$ cat config.mk
export PLATFORM = sky130hd
export DESIGN_NAME = adder_arbiter
export DESIGN_NICKNAME = d
export VERILOG_FILES = /design/src/rtl/adder_arbiter_pkg.sv /design/src/rtl/adder_arbiter_fulladder32.sv /design/src/rtl/adder_arbiter.sv
export SDC_FILE = /design/constraint.sdc
export NUM_CORES = 1
export LEC_CHECK = 0
export CAP_MARGIN = 15
export CORE_MARGIN = 3
export CORE_UTILIZATION = 45
export CTS_CLUSTER_DIAMETER = 200
export DETAILED_ROUTE_END_ITERATION = 6
export GPL_TIMING_DRIVEN = 0
export PLACE_DENSITY = 0.74
export SYNTH_ARGS = -nofsm -noshare
export SYNTH_HDL_FRONTEND = slang
export SYNTH_SLANG_ARGS = --single-unit
$ cat constraint.sdc
create_clock -name clk -period 14 [get_ports clk]
set_input_delay 2.1 -clock clk [delete_from_list [all_inputs] [get_ports clk]]
set_output_delay 2.1 -clock clk [all_outputs]
set_load 0.01 [all_outputs]
$ cat src/rtl/adder_arbiter_pkg.sv
`default_nettype none
// ============================================================================
//  Module   : adder_arbiter_pkg
//  Purpose  : Shared types, constants and helpers for the adder arbiter.
//             Holds the FSM state encoding, the default adder slice width,
//             the requester-id width helper and the signed-overflow rule.
//  Revision : 1.0  initial release
// ============================================================================
package adder_arbiter_pkg;

    // Sequencer states: one pass for narrow ops, two passes for wide ops.
    typedef enum logic [1:0] {
        ST_IDLE = 2'd0,
        ST_LO   = 2'd1,
        ST_HI   = 2'd2,
        ST_RESP = 2'd3
    } state_t;

    // Default slice width of the shared adder.
    localparam int c_adder_w = 32;

    // Width of a requester index; never narrower than one bit.
    function automatic int id_width(input int nreq);
        return (nreq > 1) ? $clog2(nreq) : 1;
    endfunction

    // Two's-complement overflow: both adder inputs share a sign and the
    // sum's sign differs from it. The B input is the already-inverted
    // operand for subtracts.
    function automatic logic signed_ovf(input logic a_msb,
                                        input logic b_msb,
                                        input logic s_msb);
        return (a_msb == b_msb) && (s_msb != a_msb);
    endfunction

endpackage
`default_nettype wire

$ cat src/rtl/adder_arbiter_fulladder32.sv
`default_nettype none
// ============================================================================
//  Module   : fulladder32
//  Purpose  : Shared W-bit ripple/behavioural adder with carry in and out.
//  Ports    : a, b    in  W  addends
//             cin     in  1  carry in
//             s       out W  sum
//             cout    out 1  carry out of bit W-1
//  Revision : 1.0  initial release
// ============================================================================
module fulladder32 #(
    parameter int W = 32
) (
    input  logic [W-1:0] a,
    input  logic [W-1:0] b,
    input  logic         cin,
    output logic [W-1:0] s,
    output logic         cout
);

    assign {cout, s} = {1'b0, a} + {1'b0, b} + {{W{1'b0}}, cin};

endmodule
`default_nettype wire

$ cat src/rtl/adder_arbiter.sv
`default_nettype none
// ============================================================================
//  Module   : adder_arbiter
//  Purpose  : Shares one W-bit adder among NREQ requesters with round-robin
//             arbitration. Narrow ops take one adder pass, wide (2W) ops take
//             two passes with the carry chained through a register.
//             Subtract is performed as A + ~B + 1.
//  Ports    : clk        in   1          rising-edge clock
//             rst        in   1          asynchronous active-high reset
//             req_valid  in   NREQ       request valid, held until accepted
//             req_ready  out  NREQ       request accepted this cycle
//             req_a      in   NREQ*2W    operand A, requester i at [i*2W +: 2W]
//             req_b      in   NREQ*2W    operand B, same packing
//             req_sub    in   NREQ       1 = A-B, 0 = A+B
//             req_wide   in   NREQ       1 = 2W-bit op, 0 = W-bit op
//             rsp_valid  out  1          result valid, held until rsp_ready
//             rsp_ready  in   1          consumer takes result
//             rsp_id     out  ID_W       requester that owns the result
//             rsp_s      out  2W         sum, upper W zero for narrow ops
//             rsp_cout   out  1          carry out of the op MSB
//             rsp_ovf    out  1          signed overflow at the op MSB
//  Revision : 1.0  initial release
// ============================================================================
module adder_arbiter
    import adder_arbiter_pkg::*;
#(
    parameter int NREQ = 2,
    parameter int W    = c_adder_w,
    localparam int ID_W = id_width(NREQ)
) (
    input  logic                 clk,
    input  logic                 rst,
    input  logic [NREQ-1:0]      req_valid,
    output logic [NREQ-1:0]      req_ready,
    input  logic [NREQ*2*W-1:0]  req_a,
    input  logic [NREQ*2*W-1:0]  req_b,
    input  logic [NREQ-1:0]      req_sub,
    input  logic [NREQ-1:0]      req_wide,
    output logic                 rsp_valid,
    input  logic                 rsp_ready,
    output logic [ID_W-1:0]      rsp_id,
    output logic [2*W-1:0]       rsp_s,
    output logic                 rsp_cout,
    output logic                 rsp_ovf
);

    state_t             r_state;
    logic [ID_W-1:0]    r_rr_ptr;
    logic [ID_W-1:0]    r_gnt;
    logic [2*W-1:0]     r_a;
    logic [2*W-1:0]     r_b;        // already inverted for subtracts
    logic               r_sub;
    logic               r_wide;
    logic [W-1:0]       r_s_lo;
    logic               r_c_lo;

    logic [2*W-1:0]     w_a_arr  [NREQ];
    logic [2*W-1:0]     w_b_arr  [NREQ];
    logic [ID_W-1:0]    w_cand   [NREQ];
    logic [ID_W-1:0]    w_gnt;
    logic               w_found;
    logic               w_accept;
    logic               w_hi;
    logic [W-1:0]       w_add_a;
    logic [W-1:0]       w_add_b;
    logic               w_add_cin;
    logic [W-1:0]       w_add_s;
    logic               w_add_cout;

    // Unpack operands and build the round-robin search order starting at
    // r_rr_ptr: w_cand[k] is the k-th requester examined.
    generate
        for (genvar i = 0; i < NREQ; i++) begin : g_req
            assign w_a_arr[i] = req_a[i*2*W +: 2*W];
            assign w_b_arr[i] = req_b[i*2*W +: 2*W];
            assign w_cand[i]  = ID_W'((int'(r_rr_ptr) + i) % NREQ);
        end
    endgenerate

    // Walk the search order backwards so the earliest valid candidate wins.
    always_comb begin
        w_found = 1'b0;
        w_gnt   = '0;
        for (int k = NREQ - 1; k >= 0; k--) begin
            if (req_valid[w_cand[k]]) begin
                w_found = 1'b1;
                w_gnt   = w_cand[k];
            end
        end
    end

    assign w_accept = (r_state == ST_IDLE) && w_found;

    // Grant is combinational, but suppressed while reset is held so no
    // requester sees an acceptance that the FSM will not act on.
    always_comb begin
        req_ready = '0;
        if (w_accept && !rst) begin
            req_ready[w_gnt] = 1'b1;
        end
    end

    // Operand muxes for the shared adder: low slice with cin=sub in LO,
    // high slice with the registered low carry in HI.
    assign w_hi      = (r_state == ST_HI);
    assign w_add_a   = w_hi ? r_a[2*W-1:W] : r_a[W-1:0];
    assign w_add_b   = w_hi ? r_b[2*W-1:W] : r_b[W-1:0];
    assign w_add_cin = w_hi ? r_c_lo       : r_sub;

    fulladder32 #(
        .W    (W)
    ) u_adder (
        .a    (w_add_a),
        .b    (w_add_b),
        .cin  (w_add_cin),
        .s    (w_add_s),
        .cout (w_add_cout)
    );

    always_ff @(posedge clk or posedge rst) begin
        if (rst) begin
            r_state   <= ST_IDLE;
            r_rr_ptr  <= '0;
            r_gnt     <= '0;
            r_a       <= '0;
            r_b       <= '0;
            r_sub     <= 1'b0;
            r_wide    <= 1'b0;
            r_s_lo    <= '0;
            r_c_lo    <= 1'b0;
            rsp_valid <= 1'b0;
            rsp_id    <= '0;
            rsp_s     <= '0;
            rsp_cout  <= 1'b0;
            rsp_ovf   <= 1'b0;
        end else begin
            case (r_state)
                ST_IDLE: begin
                    if (w_accept) begin
                        r_a    <= w_a_arr[w_gnt];
                        r_b    <= w_b_arr[w_gnt] ^ {(2*W){req_sub[w_gnt]}};
                        r_sub  <= req_sub[w_gnt];
                        r_wide <= req_wide[w_gnt];
                        r_gnt  <= w_gnt;
                        r_state <= ST_LO;
                    end
                end
                ST_LO: begin
                    r_s_lo <= w_add_s;
                    r_c_lo <= w_add_cout;
                    if (r_wide) begin
                        r_state <= ST_HI;
                    end else begin
                        rsp_s     <= {{W{1'b0}}, w_add_s};
                        rsp_cout  <= w_add_cout;
                        rsp_ovf   <= signed_ovf(r_a[W-1], r_b[W-1], w_add_s[W-1]);
                        rsp_id    <= r_gnt;
                        rsp_valid <= 1'b1;
                        r_state   <= ST_RESP;
                    end
                end
                ST_HI: begin
                    rsp_s     <= {w_add_s, r_s_lo};
                    rsp_cout  <= w_add_cout;
                    rsp_ovf   <= signed_ovf(r_a[2*W-1], r_b[2*W-1], w_add_s[W-1]);
                    rsp_id    <= r_gnt;
                    rsp_valid <= 1'b1;
                    r_state   <= ST_RESP;
                end
                ST_RESP: begin
                    // Result registers hold their value while stalled.
                    if (rsp_ready) begin
                        rsp_valid <= 1'b0;
                        r_rr_ptr  <= (r_gnt == ID_W'(NREQ - 1)) ? '0 : r_gnt + 1'b1;
                        r_state   <= ST_IDLE;
                    end
                end
                default: begin
                    r_state <= ST_IDLE;
                end
            endcase
        end
    end

endmodule
`default_nettype wire
# Word level (Yosys, flattened, before mapping)
# Index checks and enable logic that the tools add are counted.
dict set report classes {
  add_sub_neg 4
  n_lt_le_gt_ge 5
  n_eq_ne 10
  muxes 40
  bitwise 2
  n_reduce_logical 14
}
# operator n
set ops {}
lappend ops {{$mux W64} 7}
lappend ops {{$pmux W64 S2} 1}
lappend ops {{$mux W32} 2}
lappend ops {{$xor A64 B64 Y64} 1}
lappend ops {{$add A32 B32 Y33} 1}
lappend ops {{$add A33 B1 Y33} 1}
lappend ops {{$mux W1} 21}
lappend ops {{$pmux W2 S4} 1}
lappend ops {{$reduce_and A2 Y1} 4}
lappend ops {{$lt A1 B2 Y1 const B} 3}
lappend ops {{$mux W2} 3}
lappend ops {{$ne A2 B2 Y1 const B} 3}
lappend ops {{$pmux W1 S2} 3}
lappend ops {{$logic_and A1 B1 Y1} 5}
lappend ops {{$eq A2 B2 Y1 const B} 2}
lappend ops {{$pmux W1 S3} 1}
lappend ops {{$reduce_and A3 Y1} 1}
lappend ops {{$reduce_bool A3 Y1} 1}
lappend ops {{$add A1 B1 Y1 const B} 2}
lappend ops {{$eq A1 B1 Y1} 2}
lappend ops {{$eq A2 B1 Y1 const B} 1}
lappend ops {{$ge A2 B2 Y1 const B} 1}
lappend ops {{$logic_not A2 Y1} 1}
lappend ops {{$ne A1 B1 Y1} 2}
lappend ops {{other kinds (5)} 5}
dict set report word_totals {
  reg_bits 235
  out_inout_bits 70
  wordCells 89
}

# Logic depth before layout (Yosys ltp)
# Gate-level depths: netlist (run 1).
dict set report logic_depth {
  ltp_word 10
  depth_mapped 17
}

# Cells and area by module
# From an unflattened synthesis (run 1), not the netlist that was laid out.
dict set report hier_totals {
  hier_cells 1482
  area_unflattened_um2 14486.4
}
# module n_inst cells_each area_per_inst_um2
set by_module_without_submodules {}
lappend by_module_without_submodules {adder_arbiter 1 1245 12772.2}
lappend by_module_without_submodules {fulladder32 1 237 1714.1}

# Worst setup path before layout (run 1)
# OpenSTA, ideal clock, no wires.
dict set report synth_timing {
  kind {input-to-output}
  from {in req_valid[0]}
  to {out req_ready[0]}
  arrival_time_ns 3.804
  path_slack_ns 8.096
  stages 7
  n_path_buf 4
  path_cell_list {inv_1 -> o21ai_0 -> clkbuf_1 -> buf_2 -> buf_2 -> buf_1 -> nor3b_1}
}
dict set report synth_via {
  elab_chain_len 9
  elab_cells_between_ends 16
  cone_classes {2 x order compare; 11 x mux; 3 x reduce/logical}
}
# element line
set synth_rtl {}
lappend synth_rtl {{start, declared} adder_arbiter.sv:33} ;# input logic [NREQ-1:0] req_valid,
lappend synth_rtl {{$mux W1 (implied by the code) (2 in series)} adder_arbiter.sv:85} ;# if (req_valid[w_cand[k]]) begin
lappend synth_rtl {{$mux W1 (2 in series)} adder_arbiter.sv:85}
lappend synth_rtl {{$lt A1 B2 Y1 (implied by the code) / $ge A1 B1 Y1 (equally long branches)} adder_arbiter.sv:99} ;# req_ready[w_gnt] = 1'b1;
lappend synth_rtl {{$logic_and A1 B1 Y1 (implied by the code)} adder_arbiter.sv:99}
lappend synth_rtl {{$mux W1 (implied by the code)} adder_arbiter.sv:99}
lappend synth_rtl {{$demux W1 S1} adder_arbiter.sv:99}
lappend synth_rtl {{$mux W2 (*)} adder_arbiter.sv:98} ;# if (w_accept && !rst) begin
lappend synth_rtl {{end, declared} adder_arbiter.sv:34} ;# output logic [NREQ-1:0] req_ready,
# Every way passes the cells marked *; elsewhere a longest branch is shown, timed or not. The select of a mux whose other input is x is not followed.

# Worst setup path in the final report (run 1)
# Same ends and word-level chain as after synthesis.

==> qor.csv, run 1 <==
stage,metric,value,unit
floorplanning,Initial Utilization,0.4651,
yosys,cell accounting for the most synthesized area,dfrtp_1,
setup_path,critical path peak fanout,10,
timing,FMAX,126.3,MHz
timing,slew margin rel.,0.2300,
route,post-DR vias/cell,5.467,
grt,largest net degree at the start of global routing,121,
floorplanning,core area,28320,sq um
floorplanning,Die ar.,31350,sq um
placed_design,Post-DP HPWL,31.99,mm
power,sw frac,0.4494,
placed_design,buffers added on ports,334,
grt,antenna violations before repair,0,
run_status,status,finished clean,
yosys,Synth area leaders,"dfrtp_1 45%, mux2i_1 11%, mux2_2 8.9%",
setup_path,RR Endpoint,r_c_lo$_DFFE_PP0P_,
yosys,register area share after synthesis,0.4466,
power,Clock Power Share,0.134,
floorplanning,Rows,61,
timing,Hold Fails Final Rpt,0,
clock_tree,Skew-Pair Late Insertion Delay,0.54,ns
timing,min cycle time layout,7.915,ns
yosys,Synth async-reset ratio,1.000,
grt,vias in the first global route,11190,
clock_tree,CTS buffer count,25,
route,first drt pass iteration count,5,
yosys,syn_nets,1582,
timing,clk_skew,0.02033,ns
clock_tree,"CTS clk-pin slew, worst paths",0.06,ns
route,final wirelength,40.79,mm
floorplanning,Horiz. Die Dim,177.1,um
yosys,Synth top area share,0.4466,
clock_tree,CTS H-tree depth,1,
setup_path,Critical Path Sink Type,output pin,
power,LEAKAGE,7.950,nW
setup_path,Reg2Reg Depth,17,
power,pwr dens,270.9,nW/um^2
min_path,Hold Crit Class,flip-flop to flip-flop,
finish,layout cells sized above 1,0.09710,
setup_path,kind of critical path,primary input to output pin,
yosys,"Top FF cell, synth",dfrtp_1,
yosys,cells after synthesis,1280,
clock_tree,clock sink count,235,
timing,Final Setup Violations,0,
power,peak supply drop,0.1286,mV
setup_path,CP Data Arrival Time,5.82,ns
yosys,"Distinct cells, synth",54,
route,DR vias,11130,
clock_tree,TritonCTS clock tree,built,
timing,unrepaired setup endpoints after global routing,no,
power,Int Pwr,2.659,mW
timing,Slew Limit Fails,0,
finish,final net count,1944,
route,ANT nets after route,0,
finish,fin util,0.6296,
route,DRC Markers,0,
finish,area growth from synthesis to layout,35.38,%
timing,crit share post-route,0.5654,
power,Reg power frac,0.250,
route,WL/cell,20.03,um
grt,Overflow after GRT,0,
power,"Power, Total",4.830,mW
floorplanning,die height,177.1,um
timing,setup_tns,0,ns
yosys,synthesized flop and latch total,235,
placed_design,Area after DPL,17020,sq um
setup_path,Crit path required time,11.90,ns
grt,first-pass GRT wire length,61.94,mm
floorplanning,Top Ports,335,
setup_path,CP startpoint kind,primary input,
setup_path,FF-to-FF setup slack,7.79,ns
finish,Layout Cells excl Fill,2036,
timing,Slew @ Worst Pin,1.155,ns
route,1st-iter DRT viols,657,
yosys,yosys warns,0,
min_path,Worst Hold Launch,rsp_s[6]$_DFFE_PP0P_,
placed_design,GPL Wtd Cong,0.8879,
yosys,Synth top cells by count,"235 x dfrtp_1, 179 x nand2_1, 166 x o21ai_0",
yosys,most frequent cell after synthesis,dfrtp_1,
clock_tree,"Hold-fix buffers, CTS",0,
setup_path,FF-to-FF Start,r_state[0]$_DFFE_PP0P_,
clock_tree,post-CTS setup buffer count,0,
finish,ANT cells,0,
power,combinational power share,0.615,
clock_tree,CTS Root Cell,clkbuf_16,
run,Max Cap Viol,0,
yosys,number of synthesized flops with an enable pin,0,
clock_tree,Clock Tree Buf Depth,3,
min_path,Hold EP,rsp_s[6]$_DFFE_PP0P_,
clock_tree,post-cts repair resize count,0,
placed_design,DP Cell Count,1993,
yosys,Post-Syn Area,13170,sq um
grt,aggregate global-route resource usage,0.2546,
min_path,Hold Crit Depth,2,
finish,Final Instance Area,17830,sq um
yosys,Mapped Avg Cell Area,10.29,sq um
power,Psw,2.171,mW
-- kinds of logic (layout without fill, tap and decap cells) --
kind of cell / Yosys count / after routing / share of synthesized area
DFF: 235 / 235 / 0.4466
and+or+nand+nor: 247 / 247 / 0.07848
buffers and inverters: 104 / 482 / 0.03040
xor gates and xnor gates: 92 / 92 / 0.06119
adders and majority gates: 37 / 37 / 0.03629
AOI/OAI and AO/OA: 310 / 310 / 0.1434
muxes: 255 / 255 / 0.2037
-- placed cells by master, fill, tap and decap left out, types with 19 or more instances in the layout --
master | synthesis | layout
a22o_1 | 31 | 31
nand2_1 | 179 | 179
clkbuf_16 | 0 | 25
a21oi_1 | 37 | 37
clkdlybuf4s50_1 | 0 | 334
o21ai_0 | 166 | 166
ha_1 | 35 | 35
clkbuf_1 | 67 | 71
mux2i_1 | 151 | 151
nand3_1 | 19 | 19
dfrtp_1 | 235 | 235
nor2_1 | 19 | 19
xnor2_1 | 82 | 82
mux2_2 | 104 | 104
-- power groups by stage --
stage          registers (mW)  logic, mW  clock network [mW]
3_5_place_dp             1.22       2.93                   0
5_1_grt                  1.25       3.26               0.682
4_1_cts                  1.21       2.95               0.658
6_report                 1.21       2.97               0.649
3_3_place_gp             1.20       2.86                   0
2_1_floorplan            1.20       1.94                   0
-- registers in the layout, summed over array words and instances (netlist names), 2 cells and up --
register,cells
r_state,2
r_a,64
r_b,64
rsp_s,64
r_s_lo,32
-- layer usage --
metal / track usage / share of wire
met1: 0.3451 / 0.42
met2: 0.4293 / 0.48
met3: 0.04740 / 0.079
met4: 0.05172 / 0.018
met5: 0 / 0
-- how the worst max path moves through the flow --
| stage | depth (start not counted) | from | to | slack, ns |
|---|---|---|---|---|
| detailed placement | 9 | req_valid[0] | req_ready[0] | 6.05 |
| global route | 9 | req_valid[0] | req_ready[0] | 5.85 |
| finish | 9 | req_valid[0] | req_ready[0] | 6.08 |
| global placement | 2 | rst | r_b[56]$_DFFE_PP0P_ | 2.75 |
| floorplan | 1 | rst | r_a[0]$_DFFE_PP0P_ | 5.45 |
| CTS | 9 | req_valid[0] | req_ready[0] | 6.04 |
-- layout make-up --
type                            instances  area (sq um)
Multi-Input combinational cell        941          6888
Sequential cell                       235          5881
Fill cell                            2395         10490
Buffer                                 90         347.8
Clock buffer                           35         723.2
Inverter                               14         60.06
Clock inverter                          8         85.08
Timing Repair Buffer                  335          3371
Tap cell                              378         473.0
-- critical path: stages --
cell	delay [ns]
clkdlybuf4s50_1	0.51
inv_1	0.05
o21ai_0	0.33
clkbuf_1	0.39
buf_2	0.47
buf_2	0.46
buf_1	0.63
nor3b_1	0.27
clkdlybuf4s50_1	0.59
-- through the flow --
step                      hold WS [ns]  setup WS, ns
after floorplan                 0.4444         5.454
after global placement          0.4557         2.753
after detailed placement        0.4648         6.050
after CTS                       0.4791         6.043
after global routing            0.4953         5.851
final                           0.4746         6.085
Note: power is estimated with default switching activity, not from simulation.
==> inputs of run 2 (changes only) <==
PLACE_DENSITY = 0.77   (was 0.74)
clock period = 7.2 ns   (was 14 ns; I/O delays follow)
==> qor.csv, run 2 (synthesis gave the netlist of run 1 again) <==
stage,metric,value,unit,change
timing,slew margin rel.,0.2571,,was 0.2300
clock_tree,post-cts repair resize count,0,,unchanged
setup_path,critical path peak fanout,10,,unchanged
timing,Slew Limit Fails,0,,unchanged
power,sw frac,0.4447,,was 0.4494
clock_tree,CTS Root Cell,clkbuf_16,,unchanged
floorplanning,Die ar.,31350,sq um,unchanged
power,Int Pwr,5.301,mW,was 2.659 mW
floorplanning,die height,177.1,um,unchanged
finish,final net count,1950,,was 1944
timing,clk_skew,0.01950,ns,was 0.02033 ns
floorplanning,Horiz. Die Dim,177.1,um,unchanged
setup_path,CP peak stage delay,0.66,ns,was 0.63 ns
grt,aggregate global-route resource usage,0.2572,,was 0.2546
placed_design,GPL Wtd Cong,0.9099,,was 0.8879
clock_tree,"Hold-fix buffers, CTS",0,,unchanged
setup_path,CP Data Arrival Time,6.65,ns,was 5.82 ns
power,LEAKAGE,8.039,nW,was 7.950 nW
grt,antenna violations before repair,2,,was 0
clock_tree,Clock Tree Buf Depth,3,,unchanged
route,ANT nets after route,0,,unchanged
route,first drt pass iteration count,5,,unchanged
route,WL/cell,20.12,um,was 20.03 um
route,1st-iter DRT viols,766,,was 657
floorplanning,core area,28320,sq um,unchanged
timing,Slew @ Worst Pin,1.114,ns,was 1.155 ns
setup_path,kind of critical path,flip-flop to flip-flop,,was primary input to output pin
floorplanning,Rows,61,,unchanged
timing,setup_tns,0,ns,unchanged
route,DRC Markers,0,,unchanged
placed_design,post-place setup slack,1.146,ns,was 6.050 ns
setup_path,"CP delay by family, top",compound AO/OA/AOI/OAI gates,,was buffers and inverters
finish,most frequent cells in the layout,"334 x clkdlybuf4s50_1, 235 x dfrtp_1, 179 x nand2_1, 166 x o21ai_0, 151 x mux2i_1",,unchanged
route,final wirelength,41.16,mm,was 40.79 mm
power,pwr dens,529.7,nW/um^2,was 270.9 nW/um^2
floorplanning,Initial Utilization,0.4651,,unchanged
clock_tree,Skew-Pair Late Insertion Delay,0.54,ns,about the same
power,Psw,4.246,mW,was 2.171 mW
placed_design,Post-DP HPWL,32.51,mm,was 31.99 mm
run,Max Cap Viol,0,,unchanged
finish,area growth from synthesis to layout,36.86,%,was 35.38%
timing,FMAX,160.4,MHz,
power,combinational power share,0.608,,was 0.615
run_status,status,finished clean,,unchanged
finish,layout cells sized above 1,0.1002,,was 0.09710
clock_tree,TritonCTS clock tree,built,,unchanged
clock_tree,clock sink count,235,,unchanged
finish,Layout fillers,2276,,was 2395
finish,Final Instance Area,18020,sq um,was 17830 sq um
power,Reg power frac,0.247,,was 0.250
clock_tree,"CTS clk-pin slew, worst paths",0.06,ns,about the same
timing,unrepaired setup endpoints after global routing,no,,unchanged
grt,first-pass GRT wire length,63.02,mm,was 61.94 mm
finish,fin util,0.6365,,was 0.6296
route,post-DR vias/cell,5.479,,was 5.467
min_path,Hold Crit Class,flip-flop to flip-flop,,unchanged
floorplanning,Top Ports,335,,unchanged
setup_path,Critical Path Sink Type,flip-flop,,was output pin
power,Clock Power Share,0.145,,was 0.134
grt,vias in the first global route,11480,,was 11190
grt,largest net degree at the start of global routing,43,,was 121
timing,setup ws final,0.9674,ns,was 6.085 ns
finish,"most common cell after layout, fill and taps aside",clkdlybuf4s50_1,,unchanged
clock_tree,CTS buffer count,25,,unchanged
setup_path,Critical Path Most Common Cell,clkbuf_1,,
route,DR vias,11210,,was 11130
timing,min cycle time layout,6.233,ns,
placed_design,Area after DPL,17120,sq um,was 17020 sq um
setup_path,Crit path required time,7.62,ns,was 11.90 ns
setup_path,"critical path, cell by cell",inv_1 > ha_1 > clkbuf_1 > clkbuf_1 > clkbuf_1 > mux2_2 > fa_1 > fa_1 > a211oi_1 > o21ai_0 > a211oi_2 > nor2_1 > o41ai_4 > o31ai_2 > a221o_1 > a21o_1 > mux2_2,,was clkdlybuf4s50_1 > inv_1 > o21ai_0 > clkbuf_1 > buf_2 > buf_2 > buf_1 > nor3b_1 > clkdlybuf4s50_1
finish,footprint of the multi-input gates,6888,sq um,unchanged
timing,Hold Fails Final Rpt,0,,unchanged
power,peak supply drop,0.2925,mV,was 0.1286 mV
setup_path,crit path buf inv count,4,,was 7
finish,Seq. cell area,5881,sq um,unchanged
setup_path,slowest CP cell,clkbuf_1,,was buf_1
finish,Regs by FF count,"r_a: 64 flops, r_b: 64 flops, rsp_s: 64 flops",,unchanged
timing,Final Setup Violations,0,,unchanged
clock_tree,CTS H-tree depth,1,,unchanged
setup_path,CP startpoint kind,flip-flop,,was primary input
timing,crit share post-route,0.8656,,
timing,worst hold margin,0.4746,ns,about the same
clock_tree,post-CTS setup buffer count,0,,unchanged
grt,Overflow after GRT,0,,unchanged
placed_design,buffers added on ports,334,,unchanged
[run 2: cell type report]
cell class                 count  area share
inverter                      14    0.003124
multi-input combinational    941      0.3822
sequential                   235      0.3263
clock inverter                 7    0.008330
timing repair buffer         341      0.1930
antenna                        2   0.0002777
tap                          378     0.02624
buffer                        90     0.01930
clock buffer                  38     0.04131
[run 2: final timing paths]
check                                              to                    from  cells after the start  slack [ns]
min in group asynchronous         r_a[35]$_DFFE_PP0P_                     rst                      2        1.03
max in group asynchronous       rsp_s[19]$_DFFE_PP0P_                     rst                      5        5.10
worst min-delay path              r_b[19]$_DFFE_PP0P_     r_b[19]$_DFFE_PP0P_                      2        0.47
worst min register to register    r_b[19]$_DFFE_PP0P_     r_b[19]$_DFFE_PP0P_                      2        0.47
worst max-delay path               r_c_lo$_DFFE_PP0P_  r_state[0]$_DFFE_PP0P_                     17        0.97
worst max register to register     r_c_lo$_DFFE_PP0P_  r_state[0]$_DFFE_PP0P_                     17        0.97
[run 2: tightest hold or removal path: stages, from the launching register on]
cell and delay (ns):
dfrtp_1 0.34, nand2_1 0.04, o21ai_0 0.06
[run 2: power by group through the flow]
stage	Sequential [mW]	Combinational, mW	Clock (mW)
2_1_floorplan	2.34	3.77	0
3_3_place_gp	2.34	5.54	0
3_5_place_dp	2.37	5.69	0
4_1_cts	2.35	5.75	1.41
5_1_grt	2.43	6.37	1.45
6_report	2.36	5.80	1.39
[run 2: metal layers]
metal / track usage / vias to the layer above / wire length [um]
li1: - / 5287 / -
met5: 0 / - / 0
met4: 0.07332 / 0 / 1220
met1: 0.3374 / 5410 / 17300
met3: 0.05684 / 70 / 3112
met2: 0.4295 / 443 / 19530
[run 2: metrics by stage]
stage                     power (mW)  instances
after floorplan                6.117       1280
after global placement         7.883       1992
after detailed placement       8.064       1999
after CTS                      9.507       2044
after global routing           10.25       2046
final                          9.547       2046
